<file path="src/rtl/parking_route_sequencer.sv">
// Parking guidance sequencer: a writable per-slot route table, walked hop by hop on a
// handshaked request, lighting one junction lamp per hop for DWELL cycles.
module parking_route_sequencer #(
  parameter int NUM_SLOTS = 8,
  parameter int NUM_JUNC  = 4,
  parameter int MAX_HOPS  = 4,
  parameter int DWELL     = 16,
  localparam int SW  = (NUM_SLOTS > 1) ? $clog2(NUM_SLOTS) : 1,
  localparam int JW  = (NUM_JUNC > 1) ? $clog2(NUM_JUNC) : 1,
  localparam int HW  = JW + 2,
  localparam int PW  = MAX_HOPS * HW,
  localparam int LW  = 4 * NUM_JUNC
) (
  input  logic          clk,
  input  logic          rst,
  input  logic          cfg_we,
  input  logic [SW-1:0] cfg_slot,
  input  logic [PW-1:0] cfg_path,
  input  logic          req_valid,
  input  logic [SW-1:0] req_slot,
  output logic          req_ready,
  input  logic          cancel,
  output logic          busy,
  output logic          done,
  output logic          err,
  output logic [LW-1:0] lamps
);

  // Handshake: a request transfers on a rising edge where req_valid & req_ready are both 1;
  // req_ready depends only on state, never on req_valid.

  localparam int HCW = $clog2(MAX_HOPS + 1);
  localparam int DCW = (DWELL > 1) ? $clog2(DWELL) : 1;
  localparam int JN  = 1 << JW;
  localparam int SN  = 1 << SW;
  // Validity masks indexed by the raw id, so out-of-range ids need no comparator.
  localparam logic [JN-1:0] JUNC_OK = JN'((64'd1 << NUM_JUNC) - 64'd1);
  localparam logic [SN-1:0] SLOT_OK = SN'((64'd1 << NUM_SLOTS) - 64'd1);

  typedef enum logic [1:0] {ST_IDLE, ST_SHOW, ST_DONE} state_t;

  state_t          state_q, state_d;
  logic [PW-1:0]   table_q [NUM_SLOTS];
  logic [PW-1:0]   path_q, path_d;
  logic [HCW-1:0]  hop_q, hop_d, nxt_idx;
  logic [1:0]      head_q, head_d, new_head;
  logic [DCW-1:0]  dwell_q, dwell_d;
  logic            err_q, err_d;
  logic [HW-1:0]   hop_field [MAX_HOPS+1];
  logic [HW-1:0]   cur_hop, nxt_hop, req_hop0;
  logic [PW-1:0]   req_path;

  always_ff @(posedge clk) begin
    if (rst) begin
      for (int i = 0; i < NUM_SLOTS; i++) table_q[i] <= '0;
    end else if (cfg_we && SLOT_OK[cfg_slot]) begin
      table_q[cfg_slot] <= cfg_path;
    end
  end

  // An extra always-empty hop past the end lets the lookahead read one slot beyond the route.
  always_comb begin
    for (int k = 0; k < MAX_HOPS; k++) hop_field[k] = path_q[k*HW +: HW];
    hop_field[MAX_HOPS] = '0;
  end

  assign nxt_idx  = hop_q + HCW'(1);
  assign cur_hop  = hop_field[hop_q];
  assign nxt_hop  = hop_field[nxt_idx];
  assign req_path = table_q[req_slot];
  assign req_hop0 = req_path[HW-1:0];

  // Heading codes N=00, W=01, E=10, S=11; turn codes 01 left, 10 right, 11 straight.
  always_comb begin
    new_head = head_q;
    case (cur_hop[1:0])
      2'b01: case (head_q)
        2'b00: new_head = 2'b01;
        2'b01: new_head = 2'b11;
        2'b11: new_head = 2'b10;
        default: new_head = 2'b00;
      endcase
      2'b10: case (head_q)
        2'b00: new_head = 2'b10;
        2'b10: new_head = 2'b11;
        2'b11: new_head = 2'b01;
        default: new_head = 2'b00;
      endcase
      default: new_head = head_q;
    endcase
  end

  always_ff @(posedge clk) begin
    if (rst) begin
      state_q <= ST_IDLE;
      path_q  <= '0;
      hop_q   <= '0;
      head_q  <= '0;
      dwell_q <= '0;
      err_q   <= 1'b0;
    end else begin
      state_q <= state_d;
      path_q  <= path_d;
      hop_q   <= hop_d;
      head_q  <= head_d;
      dwell_q <= dwell_d;
      err_q   <= err_d;
    end
  end

  always_comb begin
    state_d = state_q;
    path_d  = path_q;
    hop_d   = hop_q;
    head_d  = head_q;
    dwell_d = dwell_q;
    err_d   = 1'b0;
    case (state_q)
      ST_IDLE: begin
        if (req_valid) begin
          if (!SLOT_OK[req_slot] || req_hop0[1:0] == 2'b00 || !JUNC_OK[req_hop0[HW-1:2]]) begin
            err_d = 1'b1;
          end else begin
            path_d  = req_path;
            hop_d   = '0;
            head_d  = 2'b00;
            dwell_d = '0;
            state_d = ST_SHOW;
          end
        end
      end
      ST_SHOW: begin
        if (cancel) begin
          state_d = ST_IDLE;
        end else if (dwell_q == DCW'(DWELL - 1)) begin
          dwell_d = '0;
          if (hop_q == HCW'(MAX_HOPS - 1) || nxt_hop[1:0] == 2'b00) begin
            state_d = ST_DONE;
          end else if (!JUNC_OK[nxt_hop[HW-1:2]]) begin
            state_d = ST_IDLE;
            err_d   = 1'b1;
          end else begin
            hop_d  = nxt_idx;
            head_d = new_head;
          end
        end else begin
          dwell_d = dwell_q + DCW'(1);
        end
      end
      ST_DONE: state_d = ST_IDLE;
      default: state_d = ST_IDLE;
    endcase
  end

  assign req_ready = (state_q == ST_IDLE);
  assign busy      = (state_q == ST_SHOW);
  assign done      = (state_q == ST_DONE);
  assign err       = err_q;
  assign lamps     = busy ? (LW'(1) << {cur_hop[HW-1:2], new_head}) : '0;

endmodule

</file>
<file path="config.mk">
export PLATFORM = sky130hd
export DESIGN_NAME = parking_route_sequencer
export DESIGN_NICKNAME = d
export VERILOG_FILES = /design/src/rtl/parking_route_sequencer.sv
export SDC_FILE = /design/constraint.sdc
export NUM_CORES = 1
export LEC_CHECK = 0
export CAP_MARGIN = 20
export CORE_MARGIN = 2
export CORE_UTILIZATION = 50
export DETAILED_ROUTE_END_ITERATION = 12
export PLACE_DENSITY = 0.71
export SLEW_MARGIN = 0
export SYNTH_ARGS = -nofsm -noshare
export SYNTH_HDL_FRONTEND = slang
export SYNTH_SLANG_ARGS = --single-unit
export TNS_END_PERCENT = 1
</file>
<file path="constraint.sdc">
create_clock -name clk -period 2.85 [get_ports clk]
set_input_delay 0.285 -clock clk [delete_from_list [all_inputs] [get_ports clk]]
set_output_delay 0.285 -clock clk [all_outputs]
set_load 0.05 [all_outputs]
</file>
==> flow_summary.json, run 1 <==
{
  "cts_buffer_depth": 2,
  "cts_sinks": 156,
  "placed_cells": 779,
  "hpwl_um": 11100,
  "finClkSkew_ns": 0.0108,
  "synth_edf_count": 128,
  "synth.distinct_cells": 47,
  "cp_cell_sequence": "buf_6 > a211oi_2 > a211o_1 > inv_2 > ha_4 > nand2b_4 > or3_4 > a21oi_4 > a21oi_4 > nor2_2 > buf_12",
  "worst-path-stages": 11,
  "r2r-end": "head_q[0]$_SDFFE_PP0P_",
  "start_util_pct": 51.1,
  "grt_pass1_vias": 4877,
  "tightest_slew_ns": 0.830,
  "final_layout_size_suffix_gt1_share_pct": 25.7,
  "cap_violations": 0,
  "hp-class": "reg2reg",
  "ctsHoldBuffers": 0,
  "clk_pin_slew_ns": 0.06,
  "synth.area.top_cells": "edfxtp_1 (52%), and2_1 (11%), mux4_2 (11%)",
  "core_um2": 14500,
  "cts_tree": "done",
  "post-route-util_pct": 63.1,
  "critPathRequiredTime_ns": 2.57,
  "synth-seq-cells": 156,
  "synth_nets": 584,
  "syn_area_per_cell_um2": 13.5,
  "fillers": 1077,
  "status": "complete, but fails checks",
  "synthToLayoutAreaGrowth_pct": 23.4,
  "synthFlopType": "edfxtp_1",
  "hold_start": "path_q[14]$_SDFFE_PP0P_",
  "antenna_found_initial": 0,
  "yosys.area.top_type": "edfxtp_1",
  "yosysWarnings": 0,
  "pin_count": 47,
  "violations": "negative setup slack",
  "dieArea_um2": 15900,
  "worst_path_most_repeated_cell": "a21oi_4",
  "row_count": 44,
  "clkLatencyLatePin_ns": 0.42,
  "die_w_um": 126,
  "num-nets-final": 655,
  "antenna_cells": 0,
  "synth_area_um2": 7430,
  "path_class": "reg2out",
  "min_to": "path_q[14]$_SDFFE_PP0P_",
  "grt_usage_pct": 22.7,
  "async_reset_ff_share_pct": 0,
  "slew_headroom_pct": 44.5,
  "drv_slew": 0,
  "drt-total-wl_um": 17600,
  "place_congestion": 0.801,
  "viasPerCell": 5.84,
  "post-route-min-period_ns": 2.88,
  "cellPowerDensity_nw_per_um2": 621,
  "hold_path_depth": 2,
  "cpPeakStageDelay_ns": 0.37,
  "synthCells": 552,
  "period_share_pct": 101,
  "setup_viol": 1,
  "cp_max_fo": 6,
  "grt_pass1_wl_um": 27100,
  "path_delay_family": "simple AND/OR/NAND/NOR gates",
  "grt_max_degree": 30,
  "postRouteAntennaNets": 0,
  "synthDominantCellAreaShare_pct": 51.7,
  "critPathSlowestCell": "dfxtp_4",
  "r2r.worst_path.cells": 7,
  "overflow": 0,
  "detail_route.iter0.violations": 369,
  "layout_common_cells": "and2_1 (128), edfxtp_1 (128), nor2_1 (40)",
  "vias": 4783,
  "wl_per_cell_um": 21.4,
  "yosysSeqAreaShare_pct": 59.2,
  "fp.dieH_um": 126,
  "cts-buffers-inserted": 17,
  "crit_arrival_ns": 2.60,
  "r2r_setup_slack_ns": 0.78,
  "first_pass_iters": 5,
  "io_buffer_count": 46,
  "ir_drop_uv": 444,
  "p_leak_uw": 0.00331,
  "hold_viol": 0,
  "cp-end-kind": "output pin",
  "r2r_start": "hop_q[1]$_SDFFE_PP0P_",
  "root_buffer": "clkbuf_16",
  "rsz0062_at_grt": "yes",
  "start_kind": "flip-flop",
  "path_buf_inv": 3,
  "h-tree-depth": 4,
  "fmax_ghz": 0.347,
  "drc": 0,
  "instances_no_fill": 819,
  "timing.final.ws_setup_ns": -0.0320
}
## report_power, final
| part | leakage (µW) | switching (µW) | internal (µW) |
|---|---|---|---|
| clock network | 0.000305 | 900 | 1460 |
| logic | 0.00154 | 365 | 302 |
| registers | 0.00146 | 59.1 | 2610 |
| total | 0.00331 | 1320 | 4380 |
## layer usage
metal  vias up  track usage (%)  part of all wire, %
met5         -                0                    0
met2       181             40.2                   51
li1       2176                -                    -
met1      2389             27.6                   39
met3        37             6.16                  7.2
met4         0             6.01                  2.3
## worst reg2reg max path: cells and delay by family, from the launching register on
family | cells | cell delay, ns
and+or+nand+nor | 1 | 0.30
AOI/OAI and AO/OA | 2 | 0.40
buffers and inverters | 2 | 0.27
DFF | 1 | 0.37
muxes | 1 | 0.33
adders and majority gates | 1 | 0.32
## sequential cells by signal, summed over array words and instances (netlist names)
signal / cells
dwell_q: 4
err: 1
head_q: 2
hop_q: 3
path_q: 16
state_q: 2
table_q: 128
## final cells by class
class	instances	area, µm²	share of cell area (%)
flip-flops and latches	156	4410	48.1
multi-input cells	355	2990	32.6
clock buffers	17	425	4.64
repair buffers	83	885	9.64
inverters	10	37.5	0.409
well taps	184	230	2.51
clock inverters	14	188	2.05
## worst max-delay path by stage
stage / startpoint / end / slack [ns]
global route: hop_q[1]$_SDFFE_PP0P_ / lamps[1] / -0.1
floorplan: hop_q[1]$_SDFFE_PP0P_ / lamps[1] / -0.14
detailed placement: hop_q[1]$_SDFFE_PP0P_ / lamps[9] / 0.08
global placement: hop_q[1]$_SDFFE_PP0P_ / lamps[9] / 0.20
finish: hop_q[1]$_SDFFE_PP0P_ / lamps[1] / -0.03
CTS: hop_q[1]$_SDFFE_PP0P_ / lamps[10] / -0.05
## per-stage QoR
step                setup TNS [ns]  instance area, µm²  power (µW)  worst slack, ns  hold WS [ns]
floorplan                   -0.763                7430        3100           -0.138         0.364
global placement                 0                8320        3300            0.202         0.496
detailed placement               0                8320        3320           0.0792         0.503
CTS                         -0.202                9000        5670          -0.0493         0.517
global route                -0.325                9170        5870          -0.0977         0.526
finish                     -0.0320                9170        5700          -0.0320         0.508
## Yosys cell counts (2+ instances only)
master and instances:
and2_1 128, edfxtp_1 128, nor2_1 49, mux4_2 35, dfxtp_1 28, mux2i_1 21, a211oi_1 20, clkbuf_1 19
nand2_1 14, a21oi_1 11, o21ai_0 11, inv_1 10, buf_2 8, nand2b_1 7, or2_2 6, ha_1 5
nor3_1 5, nand3_1 4, nor2b_1 4, a211o_1 3, buf_6 3, or3_1 3, a21o_1 2, mux2i_4 2
nor3_2 2, nor4_1 2, o311ai_0 2
## cells by family after synthesis
| family | Yosys count | share of synthesized area (%) |
|---|---|---|
| AND/OR/NAND/NOR | 231 | 17.5 |
| buffers and inverters | 41 | 2.56 |
| multiplexers | 60 | 14.4 |
| AO/OA/AOI/OAI | 59 | 5.44 |
| adder cells (fa/ha/maj) | 5 | 0.842 |
| flip-flops | 156 | 59.2 |
## timing repair
item | CTS | global route
setup endpoints to repair | 16 | 16
resized for setup | 18 | 27
hold endpoints to repair | 0 | 0
pin swaps | 6 | 10
cloned | 0 | 0
setup buffers | 2 | 7
No activity file was read; power rests on OpenSTA's default activity.
==> inputs of run 2 (changes only) <==
ABC_AREA = 1   (was default)
CORE_MARGIN = default   (was 2)
==> run 2 against run 1 <==
- the run still ends with negative setup slack left
- clock power shrank 8.9%
- fmax grew 0.17%
- largest power group unchanged
- critical path depth grew 3
- area after synthesis shrank 2.2%
- sequential share of layout area grew 1.0 points
- sequential power is essentially flat
- highest routed layer unchanged
- utilization grew 0.78 points
- first-iteration DRC count grew 22%
- via count grew 22%
- sequential cell count is the same
- critical endpoint is now lamps[14]
- clock skew shrank 0.0032 ns
- cell count grew 29%
==> flow_summary.json, run 2 <==
{
  "clkLatencyLatePin_ns": 0.42,
  "pin_count": 47,
  "cpPeakStageDelay_ns": 0.42,
  "slew_headroom_pct": 53.2,
  "drc": 0,
  "cp_max_fo": 8,
  "critPathSlowestCell": "dfxtp_4",
  "post-route-util_pct": 63.9,
  "fin_area_um2": 8970,
  "final_common_cell": "nor2_1",
  "yosys.area.top_type": "edfxtp_1",
  "synthMuxAreaShare_pct": 0,
  "num-nets-final": 897,
  "ctsHoldBuffers": 0,
  "cts_buffer_depth": 2,
  "synthFlopType": "edfxtp_1",
  "crit_arrival_ns": 2.59,
  "synth_edf_count": 128,
  "synth-seq-cells": 156,
  "placed_cells": 1017,
  "whs_ns": 0.419,
  "first_pass_iters": 5,
  "die_w_um": 123,
  "synthToLayoutAreaGrowth_pct": 23.4,
  "cts-buffers-inserted": 17,
  "dieArea_um2": 15000,
  "ir_drop_uv": 454,
  "grt_pass1_vias": 5630,
  "h-tree-depth": 4,
  "top_register": "table_q",
  "instances_no_fill": 1058,
  "grt_pass1_wl_um": 27800,
  "finClkSkew_ns": 0.00769,
  "path_delay_family": "compound AO/OA/AOI/OAI gates",
  "drv_slew": 0,
  "status": "complete, but fails checks",
  "largest_reg_flops": 128,
  "detail_route.iter0.violations": 451,
  "io_buffer_count": 46,
  "final_layout_size_suffix_gt1_share_pct": 17.1,
  "synth_nets": 834,
  "place_area_um2": 8090,
  "tightest_slew_ns": 0.700,
  "async_reset_ff_share_pct": 0,
  "cts_tree": "done",
  "synthAdderAreaFrac_pct": 0.861,
  "synth_top_family_by_area": "simple AND/OR/NAND/NOR gates",
  "cts_sinks": 156,
  "violations": "negative setup slack",
  "yosysWarnings": 0,
  "rsz0062_at_grt": "yes",
  "antenna_cells": 0,
  "synthXorXnorAreaFrac_pct": 0,
  "synth_area_um2": 7270,
  "yosysSeqAreaShare_pct": 60.6,
  "yosysMostFrequentCell": "nor2_1",
  "fmax_ghz": 0.348,
  "cp-end-kind": "output pin",
  "row_count": 43,
  "synthCells": 802,
  "path_class": "reg2out",
  "cap_violations": 0,
  "place_congestion": 0.867,
  "synth.distinct_cells": 28,
  "dp_slack_ns": -0.0618,
  "path_buf_inv": 6,
  "antenna_found_initial": 0,
  "synth-compound-area-share_pct": 9.67,
  "p_leak_uw": 0.00356,
  "cp_cell_sequence": "inv_6 > a21oi_2 > o21ai_2 > a21oi_2 > inv_1 > ha_4 > inv_2 > buf_4 > o21ai_4 > inv_2 > nor2_4 > nand2_2 > nor2_4 > buf_12",
  "start_util_pct": 51.8,
  "grt_max_degree": 51,
  "core_um2": 14000,
  "clk_pin_slew_ns": 0.06,
  "vias": 5815,
  "syn_area_per_cell_um2": 9.06,
  "hpwl_um": 11400,
  "hp-class": "in2reg",
  "top_regs": "table_q: 128 flops, path_q: 16 flops, dwell_q: 4 flops",
  "synthSimpleGateAreaFrac_pct": 22.3,
  "post-route-min-period_ns": 2.88,
  "cellPowerDensity_nw_per_um2": 650,
  "synthDominantCellAreaShare_pct": 52.9,
  "root_buffer": "clkbuf_16",
  "critPathRequiredTime_ns": 2.57,
  "timing.final.ws_setup_ns": -0.0272,
  "synth.area.top_cells": "edfxtp_1 (53%), nor2_1 (13%), dfxtp_1 (7.7%)",
  "wl_per_cell_um": 16.5,
  "fp.dieH_um": 123,
  "grt_usage_pct": 24.8,
  "period_share_pct": 101,
  "layout_common_cells": "nor2_1 (240), edfxtp_1 (128), nand2_1 (101)",
  "hold_viol": 0,
  "drt-total-wl_um": 17500,
  "postRouteAntennaNets": 0,
  "viasPerCell": 5.50,
  "setup_viol": 4,
  "yosys-top-cells-count": "nor2_1 (256), edfxtp_1 (128), nand2_1 (108), inv_1 (63), o21ai_0 (60)",
  "start_kind": "flip-flop",
  "overflow": 0
}
## run 2: routing by layer
layer	vias up	wire length, µm	global-route usage, %
met1	2796	6980	29.7
met5	-	0	0
met2	206	8920	43.4
li1	2772	-	-
met3	41	1020	4.32
met4	0	531	11.6
## run 2: cell type report
type                            count  area (µm²)
Fill cell                        1105        5070
Multi-Input combinational cell    540        2620
Clock inverter                     14         128
Clock buffer                       18         429
Inverter                           68         263
Sequential cell                   156        4410
Timing Repair Buffer               82         893
Tap cell                          180         225
## run 2: final timing paths
path	from	slack [ns]	cells after the start	to
worst max-delay path	hop_q[0]$_SDFFE_PP0P_	-0.03	14	lamps[14]
worst min-delay path	req_valid	0.42	3	err$_SDFF_PP0_
worst max register to register	hop_q[0]$_SDFFE_PP0P_	0.80	13	head_q[1]$_SDFFE_PP0P_
worst min register to register	path_q[7]$_SDFFE_PP0P_	0.49	2	path_q[7]$_SDFFE_PP0P_
## run 2: timing repair
item,4_1_cts,5_1_grt
pin swaps,8,14
setup endpoints to repair,16,16
gates resized for setup,42,37
buffers inserted,7,2
## run 2: through the flow
| stage | total power (µW) | setup TNS, ns |
|---|---|---|
| floorplan | 3230 | 0 |
| global placement | 3450 | 0 |
| detailed placement | 3480 | -0.224 |
| CTS | 5700 | -0.115 |
| global route | 6040 | -2.13 |
| finish | 5830 | -0.0432 |
## run 2: power breakdown
part / switching, µW / leakage (µW) / internal, µW
sequential: 62.5 / 0.00146 / 2620
combinational: 645 / 0.00184 / 355
clock: 879 / 0.000266 / 1270
## run 2: worst min-delay path: stages
cell and delay, ns:
clkdlybuf4s50_1 0.40, inv_1 0.07, nor4_1 0.05
## run 2: kinds of logic after synthesis
group	after synthesis
AND/OR/NAND/NOR	403
flip-flops	156
AO/OA/AOI/OAI	132
buffers and inverters	106
adder cells (fa/ha/maj)	5
==> inputs of run 3 (changes only) <==
--- a/config.mk
+++ b/config.mk
@@ -8,6 +8,7 @@
 export ABC_AREA = 1
+export ABC_CLOCK_PERIOD_IN_PS = 2850
 export CAP_MARGIN = 20
-export CORE_UTILIZATION = 50
+export CORE_UTILIZATION = 40
 export DETAILED_ROUTE_END_ITERATION = 12
-export PLACE_DENSITY = 0.71
+export PLACE_DENSITY = 0.6
 export SLEW_MARGIN = 0
==> constraint.sdc (replaced) <==
create_clock -name clk -period 2.85 [get_ports clk]
set_input_delay 0.4275 -clock clk [delete_from_list [all_inputs] [get_ports clk]]
set_output_delay 0.4275 -clock clk [all_outputs]
set_load 0.05 [all_outputs]
==> run 3 against run 2 <==
- the run still ends with negative setup slack left
- register-to-register slack better by 0.10 ns
- die area is 25% higher
- sequential share of layout area is 0.61 points lower
- global-route usage is 3.7 points lower
- routed wire length is 5.1% higher
- first-iteration DRC count is 4.7% lower
- critical endpoint unchanged
- cell area is 1.3% higher
- via count is 3.6% lower
- critical path type unchanged
- total power is 4.1% higher
==> flow_summary.json, run 3 (same netlist as run 2, synthesis figures left out) <==
{
  "status": "complete, but fails checks",
  "violations": "negative setup slack",
  "critPathRequiredTime_ns": 2.42,
  "cts_tree": "done",
  "fillers": 1606,
  "fp.dieH_um": 137,
  "fmax_ghz": 0.338,
  "post-route-min-period_ns": 2.96,
  "multi_input_area_um2": 2560,
  "pin_count": 47,
  "hold_start": "path_q[11]$_SDFFE_PP0P_",
  "dieArea_um2": 18700,
  "hpwl_um": 11500,
  "detail_route.iter0.violations": 430,
  "top_regs": "table_q: 128 flops, path_q: 16 flops, dwell_q: 4 flops",
  "grt_pass1_vias": 5415,
  "seqPwrFrac_pct": 44.0,
  "power_switching_share_pct": 25.8,
  "ff_latch_area_um2": 4410,
  "place_congestion": 0.832,
  "row_count": 48,
  "dp_slack_ns": -0.0188,
  "final_common_cell": "nor2_1",
  "core_um2": 17500,
  "vias": 5606,
  "grt_usage_pct": 21.1,
  "io_buffer_count": 46,
  "layout_common_cells": "nor2_1 (238), edfxtp_1 (128), nand2_1 (102)",
  "hold_viol": 0,
  "final_layout_size_suffix_gt1_share_pct": 16.7,
  "r2r_setup_slack_ns": 0.90,
  "p_leak_uw": 0.00357,
  "rsz0062_at_grt": "yes",
  "cp_max_fo": 5,
  "cts_buffer_depth": 2,
  "first_pass_iters": 5,
  "placed_cells": 1063,
  "drv_slew": 0,
  "grt_max_degree": 57,
  "largest_reg_flops": 128,
  "postRouteAntennaNets": 0,
  "clk_pin_slew_ns": 0.06,
  "drc": 0,
  "antenna_found_initial": 0,
  "setup_viol": 15,
  "combinationalPowerShare_pct": 15.8,
  "wl_per_cell_um": 16.6,
  "die_w_um": 137,
  "setup_tns_ns": -0.696,
  "instances_no_fill": 1103,
  "cts-buffers-inserted": 17,
  "clkLatencyLatePin_ns": 0.43,
  "r2r_start": "hop_q[0]$_SDFFE_PP0P_",
  "num-nets-final": 897,
  "cp-end-kind": "output pin",
  "timing.final.ws_setup_ns": -0.110,
  "synthToLayoutAreaGrowth_pct": 25.0,
  "cp-startpoint": "hop_q[0]$_SDFFE_PP0P_",
  "crit_arrival_ns": 2.53,
  "p_int_uw": 4500,
  "clkPwrFrac_pct": 40.2,
  "top_register": "table_q",
  "antenna_cells": 0,
  "p_sw_uw": 1570,
  "path_class": "reg2out",
  "cellPowerDensity_nw_per_um2": 668,
  "finClkSkew_ns": 0.00936,
  "start_util_pct": 41.5,
  "grt_pass1_wl_um": 28900,
  "ctsHoldBuffers": 0,
  "h-tree-depth": 4,
  "drt-total-wl_um": 18300,
  "hp-class": "reg2reg",
  "viasPerCell": 5.08,
  "start_kind": "flip-flop",
  "slew_headroom_pct": 56.4,
  "cts_sinks": 156,
  "overflow": 0,
  "period_share_pct": 104,
  "root_buffer": "clkbuf_16",
  "ir_drop_uv": 459,
  "cap_violations": 0,
  "tightest_slew_ns": 0.652
}
## run 3: changes by cell type in the layout (fill, tap and decap cells not counted), sizes merged
cell      change
clkbuf        +2
inv           -1
clkinvlp      +2
bufinv        +3
clkinv        -6
## run 3: final cells by class
| class | count | share of cell area, % |
|---|---|---|
| multi-input cells | 540 | 28.2 |
| flip-flops and latches | 156 | 48.5 |
| inverters | 68 | 2.89 |
| clock buffers | 20 | 4.81 |
| well taps | 225 | 3.10 |
| clock inverters | 12 | 2.15 |
| repair buffers | 82 | 10.3 |
## run 3: final timing paths
kind / to / depth (start not counted)
min: path_q[11]$_SDFFE_PP0P_ / 2
max: lamps[14] / 14
min reg2reg: path_q[11]$_SDFFE_PP0P_ / 2
max reg2reg: head_q[1]$_SDFFE_PP0P_ / 14
## run 3: worst max-delay path, stage by stage, from the launching register on
cell and delay, ns:
dfxtp_4 0.39, inv_4 0.06, buf_4 0.13, o21ai_2 0.11, a21oi_2 0.07, buf_4 0.14, ha_4 0.24, inv_4 0.07
nand3_1 0.11, o21ai_4 0.12, inv_1 0.08, nor2_2 0.15, nand2_2 0.10, nor2_2 0.17, buf_12 0.17
## run 3: per-stage QoR
stage | total power (µW) | instance area (µm²) | util, % | hold WS (ns)
final | 6070 | 9080 | 51.8 | 0.489
after global routing | 6290 | 9080 | 51.8 | 0.510
after CTS | 6050 | 9050 | 51.6 | 0.486
after detailed placement | 3500 | 8210 | 46.8 | 0.478
after global placement | 3490 | 8210 | 46.8 | 0.464
after floorplan | 3230 | 7270 | - | 0.437
## run 3: routing by layer
layer / vias up / track usage (%) / routed length, µm
met5: - / 0 / 0
met4: 0 / 6.53 / 173
met3: 14 / 4.44 / 996
met2: 163 / 37.2 / 9360
met1: 2650 / 25.8 / 7810
li1: 2779 / - / -
## run 3: timing repair
item                                    4_1_cts  5_1_grt
endpoints found under the setup margin       16       16
pin swaps                                    12        6
resized for setup                            54       11
setup buffers                                 8        0
## run 3: power groups by stage
stage	registers, µW	logic (µW)	clock network (µW)
floorplan	2700	528	0
global placement	2710	781	0
detailed placement	2720	784	0
CTS	2670	919	2460
global route	2690	1060	2550
finish	2670	959	2440
